### config.mk
export PLATFORM = sky130hd
export DESIGN_NAME = div_radix2
export DESIGN_NICKNAME = d
export VERILOG_FILES = /design/src/rtl/div_radix2.sv
export SDC_FILE = /design/constraint.sdc
export NUM_CORES = 1
export LEC_CHECK = 0
export BUFFER_PORTS_ARGS = -buffer_cell sky130_fd_sc_hd__clkbuf_2
export CAP_MARGIN = 10
export CORE_ASPECT_RATIO = 0.5
export CORE_MARGIN = 5
export CORE_UTILIZATION = 53
export DETAILED_ROUTE_END_ITERATION = 7
export GPL_ROUTABILITY_DRIVEN = 1
export PLACE_DENSITY = 0.73
export SETUP_SLACK_MARGIN = 0.2
export SYNTH_ARGS = -nofsm -noshare
export SYNTH_HDL_FRONTEND = slang
export SYNTH_SLANG_ARGS = --single-unit
### constraint.sdc
create_clock -name clk -period 4 [get_ports clk]
set_input_delay 0.8 -clock clk [delete_from_list [all_inputs] [get_ports clk]]
set_output_delay 0.8 -clock clk [all_outputs]
set_load 0.03 [all_outputs]
### src/rtl/div_radix2.sv
// Iterative radix-2 restoring divider for the EX-stage DIV/DIVU path.
// Returns {remainder, quotient} with ready after WIDTH iterations; annul aborts at any time.
module div_radix2 #(
    parameter int WIDTH = 32
) (
    input  logic               clk,
    input  logic               resetn,
    input  logic               signed_div,
    input  logic [WIDTH-1:0]   opdata1,
    input  logic [WIDTH-1:0]   opdata2,
    input  logic               start,
    input  logic               annul,
    output logic [2*WIDTH-1:0] result,
    output logic               ready
);

    localparam int CW = $clog2(WIDTH) + 1;

    typedef enum logic [1:0] {
        S_IDLE    = 2'd0,
        S_DIVZERO = 2'd1,
        S_ON      = 2'd2,
        S_END     = 2'd3
    } state_t;

    state_t             state_r, state_s;
    logic [CW-1:0]      counter_r, counter_s;
    logic [2*WIDTH:0]   shreg_r, shreg_s;
    logic [WIDTH-1:0]   divisor_r, divisor_s;
    logic               neg_q_r, neg_q_s;
    logic               neg_r_r, neg_r_s;
    logic [2*WIDTH-1:0] result_r, result_s;
    logic               ready_r, ready_s;
    logic [2*WIDTH:0]   shifted_s;
    logic [WIDTH:0]     trial_s;
    logic               op1_neg_s;
    logic               op2_neg_s;

    function automatic logic [WIDTH-1:0] neg_if(input logic [WIDTH-1:0] v, input logic n);
        logic [WIDTH-1:0] r;
        if (n) begin
            r = ~v + WIDTH'(1);
        end else begin
            r = v;
        end
        return r;
    endfunction

    assign result = result_r;
    assign ready  = ready_r;

    // Next-state, datapath and output computation
    always_comb begin
        state_s   = state_r;
        counter_s = counter_r;
        shreg_s   = shreg_r;
        divisor_s = divisor_r;
        neg_q_s   = neg_q_r;
        neg_r_s   = neg_r_r;
        result_s  = '0;
        ready_s   = 1'b0;
        op1_neg_s = signed_div & opdata1[WIDTH-1];
        op2_neg_s = signed_div & opdata2[WIDTH-1];
        shifted_s = {shreg_r[2*WIDTH-1:0], 1'b0};
        trial_s   = shifted_s[2*WIDTH:WIDTH] - {1'b0, divisor_r};

        if (annul) begin
            state_s = S_IDLE;
        end else begin
            case (state_r)
                S_IDLE: begin
                    if (start) begin
                        neg_r_s   = op1_neg_s;
                        neg_q_s   = op1_neg_s ^ op2_neg_s;
                        shreg_s   = {{(WIDTH+1){1'b0}}, neg_if(opdata1, op1_neg_s)};
                        divisor_s = neg_if(opdata2, op2_neg_s);
                        counter_s = '0;
                        if (opdata2 == '0) begin
                            state_s = S_DIVZERO;
                        end else begin
                            state_s = S_ON;
                        end
                    end else begin
                        state_s = S_IDLE;
                    end
                end
                S_ON: begin
                    // Top bit of the trial difference is its sign: clear means divisor fits
                    if (!trial_s[WIDTH]) begin
                        shreg_s = {trial_s, shifted_s[WIDTH-1:1], 1'b1};
                    end else begin
                        shreg_s = shifted_s;
                    end
                    counter_s = counter_r + CW'(1);
                    if (counter_r == CW'(WIDTH - 1)) begin
                        state_s = S_END;
                    end else begin
                        state_s = S_ON;
                    end
                end
                S_DIVZERO: begin
                    shreg_s = '0;
                    state_s = S_END;
                end
                S_END: begin
                    if (!ready_r) begin
                        result_s = {neg_if(shreg_r[2*WIDTH-1:WIDTH], neg_r_r),
                                    neg_if(shreg_r[WIDTH-1:0], neg_q_r)};
                        ready_s  = 1'b1;
                        state_s  = S_END;
                    end else if (start) begin
                        result_s = result_r;
                        ready_s  = 1'b1;
                        state_s  = S_END;
                    end else begin
                        state_s = S_IDLE;
                    end
                end
                default: begin
                    state_s = S_IDLE;
                end
            endcase
        end
    end

    // State and datapath registers
    always_ff @(posedge clk or negedge resetn) begin
        if (!resetn) begin
            state_r   <= S_IDLE;
            counter_r <= '0;
            shreg_r   <= '0;
            divisor_r <= '0;
            neg_q_r   <= 1'b0;
            neg_r_r   <= 1'b0;
            result_r  <= '0;
            ready_r   <= 1'b0;
        end else begin
            state_r   <= state_s;
            counter_r <= counter_s;
            shreg_r   <= shreg_s;
            divisor_r <= divisor_s;
            neg_q_r   <= neg_q_s;
            neg_r_r   <= neg_r_s;
            result_r  <= result_s;
            ready_r   <= ready_s;
        end
    end

endmodule

* Word level (Yosys, flattened, before mapping)
Index checks and enable logic that the tools add are counted.
Word-level totals: register bits 171, bits of input ports 69, output and inout port bits 65, word-level logic and storage cells 59
Cells by class: add/subtract/negate cells 6, equal/unequal tests 6, muxes and demuxes 24, bitwise logic cells 8, reduce and logical (&&, ||, !) cells 7
Operator list (number):
- two-way mux 64 bit | 6
- case mux 64 bit (3 select lines) | 1
- adder 32 x 1 -> 32 bit, second input constant | 4
- two-way mux 32 bit | 4
- NOT 32 bit | 4
- subtractor 33 x 32 -> 33 bit | 1
- zero test 32 bit | 1
- case mux 6 bit (2 select lines) | 1
- two-way mux 2 bit | 5
- AND reduction 3 bit | 3
- case mux 2 bit (4 select lines) | 1
- adder 6 x 1 -> 6 bit, second input constant | 1
- equality test 6 x 5 -> 1 bit, second input constant | 1
- two-way mux 6 bit | 1
- two-way mux 1 bit | 5
- equality test 2 bit, second input constant | 2
- != test 4 bit, second input constant | 1
- nonzero test 3 bit | 1
- AND 1 bit | 2
- equality test 2 x 1 -> 1 bit, second input constant | 1
- zero test 2 bit | 1
- != test 2 bit, second input constant | 1
- nonzero test 2 bit | 1
- NOT 1 bit | 1
- XOR 1 bit | 1

* Longest topological paths before layout
Gate-level depths: netlist of the first run.
depth in word-level cells 6, gate-level depth with buffers 13, mapped depth without buffers 11

* Least setup slack after synthesis of the first run
Ideal clock, no wire load.
path type reg2reg, start point register shreg_r[31], end point register shreg_r[54], setup time 0.133 ns, arrival time 2.849 ns, data required time 3.867 ns, slack 1.018 ns, stages on the path, launching flop included 14, path buffers 2, cell sequence dfrtp_1 inv_1 ha_1 fa_1 nor2b_1 o2111ai_1 a211oi_2 o2111ai_1 a31o_2 a211oi_2 buf_4 buf_4 mux2i_1 o21ai_0
On the way: cells in the longest elaborated chain, start to end 3
RTL lines:
- start, declared | RTL line 28 | logic [2*WIDTH:0] shreg_r, shreg_s;
- start signal, assigned | RTL line 140 | shreg_r <= shreg_s;
- subtractor 33 x 32 -> 33 bit | RTL line 65 | trial_s = shifted_s[2*WIDTH:WIDTH] - {1'b0, divisor_r};
- two-way mux 64 bit | RTL line 89 | if (!trial_s[WIDTH]) begin
- case mux 64 bit (3 select lines) | RTL line 70 | case (state_r)
No other way between the ends. A chain may end at the register's enable or synchronous reset.

* Final worst setup path of the first run
start point register shreg_r[31], end point register shreg_r[40]
Same word-level chain as after synthesis.

==> flow_summary.yaml, run 1 <==
global_routing:
  grtUsageMet2: 0.396
  grt_pass1_wl_mm: 49.1
  use_met1: 0.342
  busiest_layer: "met2"
  antenna_found_initial: 0
  grt-ovfl-total: 0
  use_met3: 0.0385
  grt_usage: 0.243
  grt_max_degree: 103
  grt_pass1_vias: 9638
setup_path:
  r2r-end: "shreg_r[40]$_DFFE_PN0P_"
  crit_type: "flop to flop"
  cp.buffers_inverters: 2
  start_kind: "flop"
  cp_max_fo: 21
  r2r_slack_ps: 400
  cp_cell_sequence: "inv_1, ha_1, fa_1, nor2b_1, o2111ai_1, a211oi_2, o2111ai_1, a31o_2, a211oi_4, buf_12, mux2i_1, o21ai_0"
  worstPathArrival_ps: 3890
  worstPathRequired_ps: 4290
  cp_slowest_cell: "fa_1"
  max_stage_delay_ps: 430
  cpLargestDelayFamily: "compound AO/OA/AOI/OAI gates"
  cpMostUsedCell: "o2111ai_1"
  endpoint_kind: "flop"
  rr_worst_depth: 12
  r2r_start: "shreg_r[31]$_DFFE_PN0P_"
synth:
  synth_seq_cells: 171
  yosysWarnings: 0
  ys_types: 73
  syn-num-nets: 1477
  synth_cells: 1364
  avgSynthCellArea_sq_um: 8.40
  ys.flop_type: "dfrtp_1"
  ys_seq_area_frac: 0.374
  netlist_area_sq_mm: 0.0115
  async_reset_ff_frac: 1.00
  synth_edf_count: 0
place:
  hpwl_mm: 22.5
  gp_congestion: 0.941
  dp_slack_ps: 357
  io_buffers: 133
cts:
  ctsResizeCount: 0
  cts_hold_buf: 0
  cts_max_level: 4
  cts_root_buf: "clkbuf_16"
  clkTransAtPathRegs_ps: 70
  numCtsBuffers: 17
  postCtsSetupBuffers: 0
  clock_sinks: 171
  clock_latency_ps: 440
  clock_path_buffers: 2
  cts_tree: "done"
sta:
  worst_slew_pin_slew_ps: 1100
  setup-violations-final: 0
  slew_viol_final: 0
  fin_skew_ps: 9.78
  period_needed_ps: 3600
  setup_slack_ps: 403
  slew_headroom: 0.264
  max_clock_freq_mhz: 278
  post-route-period-util: 0.899
  rsz0062_at_grt: "no"
  hold_violations: 0
  tns_ps: 0
finish:
  nFillCells: 1890
  nets: 1568
  multiInputGateArea_sq_mm: 0.00668
  drive_gt1_frac: 0.138
  syn_to_final_growth_pct: 13.2
  antenna_cells: 0
  seq_area_sq_mm: 0.00428
drt:
  drc: 0
  drtIter0Drc: 816
  drtPass1Iterations: 8
  drt-total-wl_mm: 30.1
  vias: 10300
  drtAntennaViolNets: 0
  via_per_inst: 5.80
  drt-wirelength-per-cell_um: 17.0
power:
  leakagePower_nw: 5.89
  p_per_area_mw_per_mm2: 476
  peakVddDrop_v: 0.000233
die:
  rows: 38
  core-area_sq_mm: 0.0214
  dieArea_sq_mm: 0.0248
  die_w_um: 218
  pin_count: 134
  die_h_um: 114
  start_util: 0.534
hold_path:
  hold_path_class: "input pin to async pin"
run:
  cap_violations: 0
outcome:
  outcome: "complete, no violations"
## routing by layer
metal,up-vias,part of all wire
li1,5027,-
met1,4914,0.46
met2,288,0.47
met3,33,0.057
met4,0,0.015
met5,-,0
## synthesized netlist by cell type, types with 4 or more instances
cell,number,share of area
nand2_1,233,0.076
o21ai_0,194,0.085
dfrtp_1,171,0.37
xor2_1,93,0.071
clkbuf_1,64,0.021
a21oi_1,59,0.026
inv_1,59,0.019
nor2_1,58,0.019
xnor2_1,50,0.038
ha_1,43,0.047
o31ai_1,28,0.018
a22oi_1,22,0.014
mux2i_1,22,0.019
nor3_1,22,0.0096
nand3_1,20,0.0087
or3_1,15,0.0082
a21o_1,14,0.0092
o41ai_1,13,0.0099
or4_1,11,0.0072
a31oi_1,10,0.0055
nand2b_1,10,0.0055
a221oi_1,9,0.0069
nor2b_1,9,0.0049
o21ai_1,9,0.0039
a32oi_1,8,0.0061
o211ai_1,8,0.0052
nor4_1,7,0.0038
o21a_1,7,0.0046
nand4_1,6,0.0033
a211oi_1,5,0.0033
and3_1,5,0.0027
nand3b_1,5,0.0033
o221ai_1,5,0.0038
a22o_1,4,0.0031
and2_1,4,0.0022
or2_2,4,0.0022
## per-stage QoR
step	total power [mW]	util	instances	hold WS [ps]	cell area (sq um)
2_1_floorplan	3.84	-	1364	450	11500
3_3_place_gp	4.32	0.575	1734	460	12300
3_5_place_dp	4.41	0.575	1734	469	12300
4_1_cts	6.18	0.604	1766	486	12900
5_1_grt	6.58	0.605	1768	503	13000
6_report	6.17	0.605	1768	461	13000
## registers in the layout, summed over array words and instances (netlist names)
| register | cells |
|---|---|
| ready | 1 |
| state_r | 2 |
| counter_r | 6 |
| shreg_r | 64 |
| divisor_r | 32 |
| neg_q_r | 1 |
| neg_r_r | 1 |
| result | 64 |
## how the worst max path moves through the flow
stage / start / to / depth (start not counted) / slack, ps
after global placement: opdata2[2] / state_r[0]$_DFF_PN0_ / 9 / 460
after CTS: shreg_r[31]$_DFFE_PN0P_ / shreg_r[40]$_DFFE_PN0P_ / 12 / 420
after global routing: shreg_r[31]$_DFFE_PN0P_ / shreg_r[40]$_DFFE_PN0P_ / 12 / 210
after floorplan: shreg_r[31]$_DFFE_PN0P_ / shreg_r[54]$_DFFE_PN0P_ / 13 / 1020
after detailed placement: opdata2[2] / state_r[0]$_DFF_PN0_ / 9 / 360
final: shreg_r[31]$_DFFE_PN0P_ / shreg_r[40]$_DFFE_PN0P_ / 12 / 400
## worst reg2reg max path: cells and delay by family, from the launching register on
kind	cells	cell delay [ps]
DFF	1	370
and+or+nand+nor	1	180
AOI/OAI and AO/OA	6	1660
adders and majority gates	2	680
muxes	1	210
buffers and inverters	2	350
## logic make-up (layout without fill, tap and decap cells)
| logic type | Yosys count | count (layout) | synth area share |
|---|---|---|---|
| compound gates | 425 | 425 | 0.230 |
| xor+xnor | 143 | 143 | 0.109 |
| mux | 22 | 22 | 0.0192 |
| flops | 171 | 171 | 0.374 |
| fa+ha+maj | 44 | 44 | 0.0487 |
| simple gates | 427 | 427 | 0.174 |
| buf+inv | 132 | 236 | 0.0449 |
## area by class of cell
class / instances / share of cell area
well taps: 300 / 0.0290
multi-input cells: 1061 / 0.515
clock buffers: 18 / 0.0339
clock inverters: 14 / 0.0141
repair buffers: 145 / 0.0607
inverters: 59 / 0.0171
flip-flops and latches: 171 / 0.330
## placed cells by master, fill, tap and decap left out, types with 11 or more instances in the layout
cell type | synthesis | final
nand2_1 | 233 | 233
a22oi_1 | 22 | 22
a21o_1 | 14 | 14
ha_1 | 43 | 43
a21oi_1 | 59 | 59
inv_1 | 59 | 59
dfrtp_1 | 171 | 171
nand3_1 | 20 | 20
xnor2_1 | 50 | 50
nor2_1 | 58 | 56
xor2_1 | 93 | 93
mux2i_1 | 22 | 22
or3_1 | 15 | 15
nor3_1 | 22 | 22
or4_1 | 11 | 11
o21ai_0 | 194 | 194
clkbuf_16 | 0 | 17
o31ai_1 | 28 | 28
o41ai_1 | 13 | 13
clkbuf_2 | 0 | 132
## power by group
part | leakage, nW | internal (mW) | switching [mW]
clock network | 0.300 | 1.01 | 0.755
registers | 2.29 | 2.02 | 0.378
logic | 3.30 | 0.774 | 1.23
Power figures use the tool's default switching activity.
==> run 2, diff against run 1 <==
--- a/config.mk
+++ b/config.mk
@@ -8,11 +8,11 @@
 export BUFFER_PORTS_ARGS = -buffer_cell sky130_fd_sc_hd__clkbuf_2
 export CAP_MARGIN = 10
 export CORE_ASPECT_RATIO = 0.5
-export CORE_MARGIN = 5
-export CORE_UTILIZATION = 53
+export CORE_MARGIN = 2
+export CORE_UTILIZATION = 35
 export DETAILED_ROUTE_END_ITERATION = 7
 export GPL_ROUTABILITY_DRIVEN = 1
-export PLACE_DENSITY = 0.73
+export PLACE_DENSITY = 0.51
 export SETUP_SLACK_MARGIN = 0.2
 export SYNTH_ARGS = -nofsm -noshare
 export SYNTH_HDL_FRONTEND = slang
==> flow_summary.yaml, run 2 (synthesized netlist as in run 1, its figures left out) <==
setup_path:
  worstPathArrival_ps: 3740
  start_kind: "flop"
  rr_worst_depth: 13
  cp_max_fo: 4
  cp_slowest_cell: "fa_1"
  max_stage_delay_ps: 420
  r2r_start: "shreg_r[31]$_DFFE_PN0P_"
  r2r-end: "shreg_r[54]$_DFFE_PN0P_"
  cp_cell_sequence: "inv_1, ha_1, fa_1, nor2b_1, o2111ai_1, a211oi_2, o2111ai_1, a31o_2, a211oi_4, buf_4, buf_4, mux2i_1, o21ai_0"
  r2r_slack_ps: 550
  worstPathRequired_ps: 4290
  crit_type: "flop to flop"
  endpoint_kind: "flop"
finish:
  antenna_cells: 0
  fin_util: 0.412
  nets: 1576
  drive_gt1_frac: 0.142
  nFillCells: 3277
  final_cell_mix: "233 x nand2_1, 194 x o21ai_0, 171 x dfrtp_1"
  final_common_cell: "nand2_1"
  syn_to_final_growth_pct: 14.9
sta:
  period_needed_ps: 3450
  worst_slew_pin_slew_ps: 1050
  tns_ps: 0
  post-route-period-util: 0.861
  slew_viol_final: 0
  setup_slack_ps: 555
  rsz0062_at_grt: "no"
  holdWs_ps: 354
  setup-violations-final: 0
  slew_headroom: 0.300
  hold_violations: 0
  fin_skew_ps: 8.53
  max_clock_freq_mhz: 290
global_routing:
  grt_pass1_wl_mm: 52.1
  grt_pass1_vias: 9627
  grt_usage: 0.190
  grt-ovfl-total: 0
  grt_max_degree: 77
  antenna_found_initial: 0
cts:
  clock_sinks: 171
  postCtsSetupBuffers: 0
  cts_max_level: 4
  clock_latency_ps: 450
  ctsResizeCount: 0
  cts_hold_buf: 0
  clkTransAtPathRegs_ps: 70
  numCtsBuffers: 17
  cts_tree: "done"
  cts_root_buf: "clkbuf_16"
  clock_path_buffers: 2
die:
  pin_count: 134
  die_h_um: 132
  core-area_sq_mm: 0.0319
  die_w_um: 260
  dieArea_sq_mm: 0.0343
  start_util: 0.359
  rows: 46
drt:
  drt-wirelength-per-cell_um: 16.8
  via_per_inst: 5.30
  drc: 0
  drtAntennaViolNets: 0
  vias: 10100
  drtIter0Drc: 653
  drtPass1Iterations: 5
  drt-total-wl_mm: 32.1
hold_path:
  hold_path_class: "input pin to async pin"
power:
  p_comb_frac: 0.331
  peakVddDrop_v: 0.000231
  p_switching_mw: 2.35
  pwr-share-seq: 0.390
  p_per_area_mw_per_mm2: 464
  p_sw_frac: 0.384
  clkPwrFrac: 0.279
  total_power_mw: 6.11
  leakagePower_nw: 5.91
  p_int_mw: 3.76
place:
  io_buffers: 133
  dp_slack_ps: 448
  hpwl_mm: 24.5
  gp_congestion: 0.865
run:
  cap_violations: 0
outcome:
  outcome: "complete, no violations"
-- run 2: cell count changes in the layout (fill, tap and decap cells not counted) --
cell        before  now
buf_4           10   18
inv_6            4    2
inv_8            1    0
clkbuf_8         1    2
bufinv_16        3    2
clkinvlp_4       2    3
clkinv_2         1    3
-- run 2: power groups by stage --
| stage | logic, mW | clock network (mW) | registers [mW] |
|---|---|---|---|
| final | 2.02 | 1.71 | 2.39 |
| after global routing | 2.30 | 1.84 | 2.45 |
| after CTS | 2.04 | 1.76 | 2.39 |
| after detailed placement | 2.03 | 0 | 2.42 |
| after global placement | 2.00 | 0 | 2.40 |
| after floorplan | 1.54 | 0 | 2.29 |
-- run 2: routing by layer --
layer	share of wire	vias up	GRT usage	wire, um
li1	-	5030	-	-
met1	0.50	4870	0.278	16200
met2	0.45	196	0.292	14400
met3	0.040	22	0.0329	1280
met4	0.011	0	0.0418	342
met5	0	-	0	0
-- run 2: area by class of cell --
cell class,count,area [sq um],share of cell area
Multi-Input combinational cell,1061,6680,0.507
Tap cell,432,541,0.0411
Clock buffer,19,453,0.0344
Timing Repair Buffer,153,847,0.0644
Sequential cell,171,4280,0.325
Inverter,59,221,0.0168
Clock inverter,13,141,0.0107
-- run 2: how the worst max path moves through the flow --
stage | end | slack [ps] | from | cells after the start
floorplan | shreg_r[54]$_DFFE_PN0P_ | 1020 | shreg_r[31]$_DFFE_PN0P_ | 13
global placement | shreg_r[41]$_DFFE_PN0P_ | 530 | shreg_r[31]$_DFFE_PN0P_ | 12
detailed placement | shreg_r[36]$_DFFE_PN0P_ | 450 | shreg_r[31]$_DFFE_PN0P_ | 12
CTS | shreg_r[36]$_DFFE_PN0P_ | 420 | shreg_r[31]$_DFFE_PN0P_ | 12
global route | shreg_r[61]$_DFFE_PN0P_ | 260 | shreg_r[31]$_DFFE_PN0P_ | 11
finish | shreg_r[54]$_DFFE_PN0P_ | 550 | shreg_r[31]$_DFFE_PN0P_ | 13
-- run 2: critical path, delay by kind of cell (launching register included) --
| family | cells | cell delay [ps] |
|---|---|---|
| and+or+nand+nor | 1 | 180 |
| DFF | 1 | 340 |
| adders and majority gates | 2 | 660 |
| AOI/OAI and AO/OA | 6 | 1550 |
| muxes | 1 | 200 |
| buffers and inverters | 3 | 370 |
-- run 2: through the flow --
step,cells,area [sq um]
after CTS,1905,13100
after floorplan,1364,11500
final,1908,13200
after global routing,1908,13200
after global placement,1873,12500
after detailed placement,1873,12500
